### src/rtl/crop_sched.sv
`timescale 1ns/1ps
`default_nettype none
// ==========================================================================
// crop_sched : ROI request queue and start/done sequencer for crop stage.
// Optional macro CROP_SCHED_TIMEOUT_EN adds a START/BUSY watchdog.  Rev 1.0
// ==========================================================================
module crop_sched #(
  parameter int IN_ROWS        = 20,
  parameter int IN_COLS        = 20,
  parameter int OUT_ROWS       = 10,
  parameter int OUT_COLS       = 10,
  parameter int QDEPTH         = 4,
  parameter int TIMEOUT_CYCLES = 65535
) (
  input  logic                         clk,
  input  logic                         reset,
  input  logic                         roi_tvalid,
  output logic                         roi_tready,
  input  logic [$clog2(IN_COLS)-1:0]   roi_x0,
  input  logic [$clog2(IN_ROWS)-1:0]   roi_y0,
  input  logic                         seq_ap_idle,
  output logic                         ap_start,
  input  logic                         ap_ready,
  input  logic                         ap_done,
  output logic [$clog2(IN_COLS)-1:0]   crop_x0,
  output logic [$clog2(IN_ROWS)-1:0]   crop_y0,
  output logic                         busy,
  output logic [$clog2(QDEPTH):0]      q_level,
  output logic [15:0]                  frame_cnt,
  output logic                         roi_err,
  output logic                         timeout
);

  localparam int c_XW = $clog2(IN_COLS);
  localparam int c_YW = $clog2(IN_ROWS);
  localparam int c_PW = $clog2(QDEPTH);
  localparam int c_LW = c_PW + 1;

  // Bounds are evaluated one bit wider than the coordinate so x0+width never wraps.
  localparam logic [c_XW:0]   c_OUT_COLS_X = OUT_COLS[c_XW:0];
  localparam logic [c_XW:0]   c_IN_COLS_X  = IN_COLS[c_XW:0];
  localparam logic [c_YW:0]   c_OUT_ROWS_Y = OUT_ROWS[c_YW:0];
  localparam logic [c_YW:0]   c_IN_ROWS_Y  = IN_ROWS[c_YW:0];
  localparam logic [c_LW-1:0] c_FULL       = QDEPTH[c_LW-1:0];

  typedef enum logic [1:0] {
    S_IDLE  = 2'd0,
    S_LOAD  = 2'd1,
    S_START = 2'd2,
    S_BUSY  = 2'd3
  } state_t;

  state_t          r_state;
  logic [c_XW-1:0] r_qx [QDEPTH];
  logic [c_YW-1:0] r_qy [QDEPTH];
  logic [c_PW-1:0] r_wr_ptr;
  logic [c_PW-1:0] r_rd_ptr;
  logic [c_LW-1:0] r_level;
  logic            r_busy;
  logic            r_ap_start;
  logic            r_roi_err;
  logic [c_XW-1:0] r_crop_x0;
  logic [c_YW-1:0] r_crop_y0;
  logic [15:0]     r_frame_cnt;

  logic [c_XW:0]   w_x_end;
  logic [c_YW:0]   w_y_end;
  logic            w_accept;
  logic            w_oob;
  logic            w_push;
  logic            w_pop;
  logic            w_wd_abort;

  assign roi_tready = (r_level != c_FULL);
  assign w_x_end    = {1'b0, roi_x0} + c_OUT_COLS_X;
  assign w_y_end    = {1'b0, roi_y0} + c_OUT_ROWS_Y;
  assign w_oob      = (w_x_end > c_IN_COLS_X) || (w_y_end > c_IN_ROWS_Y);
  assign w_accept   = roi_tvalid && roi_tready;
  assign w_push     = w_accept && !w_oob;
  assign w_pop      = (r_state == S_LOAD);

`ifdef CROP_SCHED_TIMEOUT_EN
  localparam int                c_WDW     = $clog2(TIMEOUT_CYCLES + 1);
  localparam logic [c_WDW-1:0]  c_WD_LAST = c_WDW'(TIMEOUT_CYCLES - 1);

  logic [c_WDW-1:0] r_wd_cnt;
  logic             r_timeout;
  logic             w_wd_hit;

  assign w_wd_hit   = (r_wd_cnt == c_WD_LAST);
  // A done pulse arriving on the expiry cycle still completes the frame.
  assign w_wd_abort = w_wd_hit &&
                      ((r_state == S_START) || ((r_state == S_BUSY) && !ap_done));
  assign timeout    = r_timeout;

  always_ff @(posedge clk or negedge reset) begin
    if (!reset) begin
      r_wd_cnt  <= '0;
      r_timeout <= 1'b0;
    end else begin
      if (r_state == S_LOAD) begin
        r_wd_cnt <= '0;
      end else if (((r_state == S_START) || (r_state == S_BUSY)) && !w_wd_hit) begin
        r_wd_cnt <= r_wd_cnt + c_WDW'(1);
      end
      if (w_wd_abort) begin
        r_timeout <= 1'b1;
      end
    end
  end
`else
  localparam int c_unused_timeout = TIMEOUT_CYCLES;

  assign w_wd_abort = 1'b0;
  assign timeout    = 1'b0;
`endif

  // Queue storage carries no reset; validity is tracked by the pointers and level.
  always_ff @(posedge clk) begin
    if (w_push) begin
      r_qx[r_wr_ptr] <= roi_x0;
      r_qy[r_wr_ptr] <= roi_y0;
    end
  end

  always_ff @(posedge clk or negedge reset) begin
    if (!reset) begin
      r_state     <= S_IDLE;
      r_wr_ptr    <= '0;
      r_rd_ptr    <= '0;
      r_level     <= '0;
      r_busy      <= 1'b0;
      r_ap_start  <= 1'b0;
      r_roi_err   <= 1'b0;
      r_crop_x0   <= '0;
      r_crop_y0   <= '0;
      r_frame_cnt <= '0;
    end else begin
      r_roi_err <= w_accept && w_oob;

      if (w_push) begin
        r_wr_ptr <= r_wr_ptr + c_PW'(1);
      end
      if (w_pop) begin
        r_rd_ptr <= r_rd_ptr + c_PW'(1);
      end
      case ({w_push, w_pop})
        2'b10:   r_level <= r_level + c_LW'(1);
        2'b01:   r_level <= r_level - c_LW'(1);
        default: r_level <= r_level;
      endcase

      case (r_state)
        S_IDLE: begin
          if ((r_level != '0) && seq_ap_idle) begin
            r_state <= S_LOAD;
            r_busy  <= 1'b1;
          end
        end
        S_LOAD: begin
          r_crop_x0  <= r_qx[r_rd_ptr];
          r_crop_y0  <= r_qy[r_rd_ptr];
          r_ap_start <= 1'b1;
          r_state    <= S_START;
        end
        S_START: begin
          if (w_wd_abort) begin
            r_ap_start <= 1'b0;
            r_busy     <= 1'b0;
            r_state    <= S_IDLE;
          end else if (ap_ready) begin
            r_ap_start <= 1'b0;
            r_state    <= S_BUSY;
          end
        end
        S_BUSY: begin
          if (ap_done) begin
            r_busy      <= 1'b0;
            r_frame_cnt <= r_frame_cnt + 16'd1;
            r_state     <= S_IDLE;
          end else if (w_wd_abort) begin
            r_busy  <= 1'b0;
            r_state <= S_IDLE;
          end
        end
        default: r_state <= S_IDLE;
      endcase
    end
  end

  assign ap_start  = r_ap_start;
  assign busy      = r_busy;
  assign crop_x0   = r_crop_x0;
  assign crop_y0   = r_crop_y0;
  assign q_level   = r_level;
  assign frame_cnt = r_frame_cnt;
  assign roi_err   = r_roi_err;

endmodule

`default_nettype wire

### config.mk
export PLATFORM = sky130hd
export DESIGN_NAME = crop_sched
export DESIGN_NICKNAME = d
export VERILOG_FILES = /design/src/rtl/crop_sched.sv
export SDC_FILE = /design/constraint.sdc
export NUM_CORES = 1
export LEC_CHECK = 0
export BUFFER_PORTS_ARGS = -buffer_cell sky130_fd_sc_hd__buf_2
export CAP_MARGIN = 20
export CORE_ASPECT_RATIO = 0.6
export CORE_MARGIN = 2
export CORE_UTILIZATION = 31
export CTS_BUF_LIST = sky130_fd_sc_hd__clkbuf_4 sky130_fd_sc_hd__clkbuf_8
export DETAILED_ROUTE_END_ITERATION = 8
export PLACE_DENSITY = 0.46
export SETUP_SLACK_MARGIN = 0.1
export SYNTH_ARGS = -nofsm -noshare
export SYNTH_HDL_FRONTEND = slang
export SYNTH_SLANG_ARGS = --single-unit
### constraint.sdc
create_clock -name clk -period 2.1 [get_ports clk]
set_clock_uncertainty 0.2 [all_clocks]
set_input_delay 0.105 -clock clk [delete_from_list [all_inputs] [get_ports clk]]
set_output_delay 0.105 -clock clk [all_outputs]
set_load 0.02 [all_outputs]
==> results.cfg <==
[die]
core_um2 = 10520
die_x_um = 137.7
die_h_um = 84.23
row_count = 29
die_area_um2 = 11600
io_pins = 50
start_util_pct = 31.61

[yosys]
synth_compound_area_share_pct = 3.424
yosys.area_share.adder_pct = 5.493
netlist.area_leader.share_pct = 36.12
synthArstFlopShare_pct = 48.72
synth-xor-area-share_pct = 5.530
syn_avg_cell_area_um2 = 15.61
ys_ff_latch = 78
ys.flop_type = edfxtp_1
synth_edf_count = 40
seq_area_frac_synth_pct = 64.71
yosys.area.top_type = edfxtp_1
synth_nets = 243
muxShareOfSynthArea_pct = 11.59
syn-instance-count = 213
synth_area_um2 = 3326
synth_top_family_by_area = multiplexers
ys_warn_count = 0
ys_top_cells_by_area = edfxtp_1 36%, dfrtp_1 29%, mux4_2 6.8%
yosys.area_share.simple_pct = 7.299
ys_types = 34

[layout]
multiInputGateArea_um2 = 1170
final_util_pct = 42.19
nets = 347
synthToLayoutAreaGrowth_pct = 33.48
seq_area_um2 = 2152
antenna_cells_inserted = 0
final_area_um2 = 4439
drive_gt1_share_pct = 43.17
num-fill-cells = 996

[sta]
relSlewSlack_pct = 65.38
drv_slew = 0
setup_viol = 0
setup_slack_ps = 107.4
post-route-period-util_pct = 94.89
worst_pin_slew_ps = 519.4
max_freq_mhz = 501.9
hold_slack_ps = 15.92
rsz0062_at_grt = true
min_period_ps = 1993
hold_violations = 0

[placement]
port_buffers = 48
gp_congestion = 0.7031
hpwl_um = 4619
place_ws_ps = -375.1
post_dp_cell_area_um2 = 4018

[drt]
top_layer = met4
antenna_left = 0
viasPerCell = 4.367
wl_per_cell_um = 14.09
num_vias = 2013
first_iter_violations = 98
wl_met1_um = 3328
drc_errors = 0
dr.pass1.iters = 4
wl_met3_um = 267
routed_wl_um = 6496
dr_wl_met2_um = 2809

[global_route]
antenna_found_initial = 0
grt_max_degree = 39
grt_pass1_wl_um = 10810
grt_pass1_vias = 2000
grtUsageTotal_pct = 12.63
globalRoute.totalOverflow = 0

[status]
status = completed

[clocking]
cts_sinks = 78
clk_latency_ps = 350
path_clk_slew_ps = 80
root_buffer = clkbuf_8
cts_max_level = 3
numCtsBuffers = 9
clockBufferDepth = 2
cts_tree = built

[power_and_ir_drop]
p_seq_share_pct = 39.9
switchingPower_mw = 1.682
leakagePower_nw = 1.846
p_sw_share_pct = 32.23
power_mw = 5.219
power_density_nw_per_um2 = 1176
clkPwrFrac_pct = 22.8
intPower_mw = 3.537
ir_drop_uv = 351.4
p_comb_share_pct = 37.4

[min_path]
hold_class = in2reg

[setup_path]
required_ps = 2180
crit_type = reg2reg
startpoint_type = flip-flop
worstSetupEndpointType = flip-flop
cp_data_arrival_time_ps = 2070
worstPathMaxFanout = 2

[run]
max_cap_viol_count = 0
[cell usage in the layout (no fill, tap or decap), types with 2 or more instances in the layout]
| cell | netlist | final |
|---|---|---|
| a21oi_1 | 3 | 3 |
| and2_2 | 4 | 4 |
| and3_1 | 3 | 3 |
| buf_12 | 0 | 4 |
| buf_2 | 1 | 48 |
| buf_4 | 1 | 31 |
| bufinv_16 | 0 | 2 |
| clkbuf_8 | 0 | 9 |
| clkinv_1 | 0 | 2 |
| clkinv_2 | 0 | 2 |
| dfrtp_1 | 38 | 38 |
| dlygate4sd3_1 | 0 | 14 |
| edfxtp_1 | 40 | 40 |
| ha_1 | 13 | 10 |
| ha_4 | 0 | 2 |
| inv_1 | 11 | 8 |
| inv_2 | 0 | 3 |
| mux2_2 | 12 | 12 |
| mux4_2 | 10 | 10 |
| nand2_1 | 13 | 12 |
| nand3_1 | 8 | 7 |
| nand4_1 | 3 | 3 |
| nor2_1 | 7 | 7 |
| nor3_1 | 3 | 2 |
| nor3b_1 | 2 | 2 |
| o21ai_0 | 4 | 4 |
| o31ai_2 | 0 | 2 |
| xnor2_1 | 17 | 17 |
| xor2_1 | 4 | 4 |
[layer usage]
metal	track usage, %	vias to the layer above
met5	0	-
met4	4.174	0
met3	4.287	9
met2	17.64	34
met1	18.39	985
li1	-	985
[power groups by stage]
stage | Clock [mW] | Combinational [mW] | Sequential [mW]
4_1_cts | 1.23 | 1.99 | 2.09
3_3_place_gp | 0 | 1.88 | 2.11
6_report | 1.19 | 1.95 | 2.08
3_5_place_dp | 0 | 1.89 | 2.12
5_1_grt | 1.30 | 2.15 | 2.12
2_1_floorplan | 0 | 0.979 | 2.35
[state kept, by name, indices dropped and copies added, names as in the netlist, 2 cells and up]
name	count
r_qx	20
r_qy	20
frame_cnt	16
crop_x0	5
crop_y0	5
q_level	3
r_rd_ptr	2
r_state	2
r_wr_ptr	2
[cell type report]
type | count | share of cell area (%)
Clock buffer | 10 | 2.959
Clock inverter | 6 | 1.747
Inverter | 11 | 0.9301
Multi-Input combinational cell | 120 | 26.35
Sequential cell | 78 | 48.48
Tap cell | 139 | 3.918
Timing Repair Buffer | 97 | 15.61
[per-stage QoR]
step,setup TNS [ps],instances
5_1_grt,-59.12,461
4_1_cts,0,461
3_3_place_gp,-6819,426
3_5_place_dp,-7206,426
6_report,0,461
2_1_floorplan,-507.0,213
[path summary, 6_finish.rpt]
path                                from            end  slack (ps)  cells after the start
max reg2reg                   q_level[0]     q_level[2]         110                     11
min in group asynchronous          reset   frame_cnt[4]         140                      3
min                          seq_ap_idle           busy          20                      6
min reg2reg                frame_cnt[15]  frame_cnt[15]         270                      1
max                           q_level[0]     q_level[2]         110                     11
max in group asynchronous          reset     crop_x0[1]        1190                      3
[logic make-up (layout without fill, tap and decap cells)]
logic type      count (synthesis)  in the layout
other cells                     1              1
mux                            24             24
buf+inv                        15            124
compound gates                 15             15
fa+ha+maj                      14             14
xor+xnor                       21             21
simple gates                   45             45
flops                          78             78
[repair_timing]
action,4_1_cts,5_1_grt
hold endpoints to repair,83,0
pin swaps,8,0
hold buffers,14,0
resized for setup,8,1
endpoints found under the setup margin,2,3
setup buffers,5,0
[worst max-delay path, cell delays in order (launching register included)]
cell	delay [ps]
dfrtp_1	370
inv_2	50
nand3_2	90
nand2_4	70
nor4_4	260
inv_1	70
ha_2	190
buf_4	120
buf_4	120
xor2_1	130
nor2_1	110
xor2_1	140
[Yosys cell counts, drive strengths merged, types with 7 or more instances]
master  count
mux4       10
ha         13
nand3       8
mux2       13
nor2        7
dfrtp      38
nand2      13
inv        11
xnor2      17
edfxtp     40
Note: power is estimated with default switching activity, not from simulation.
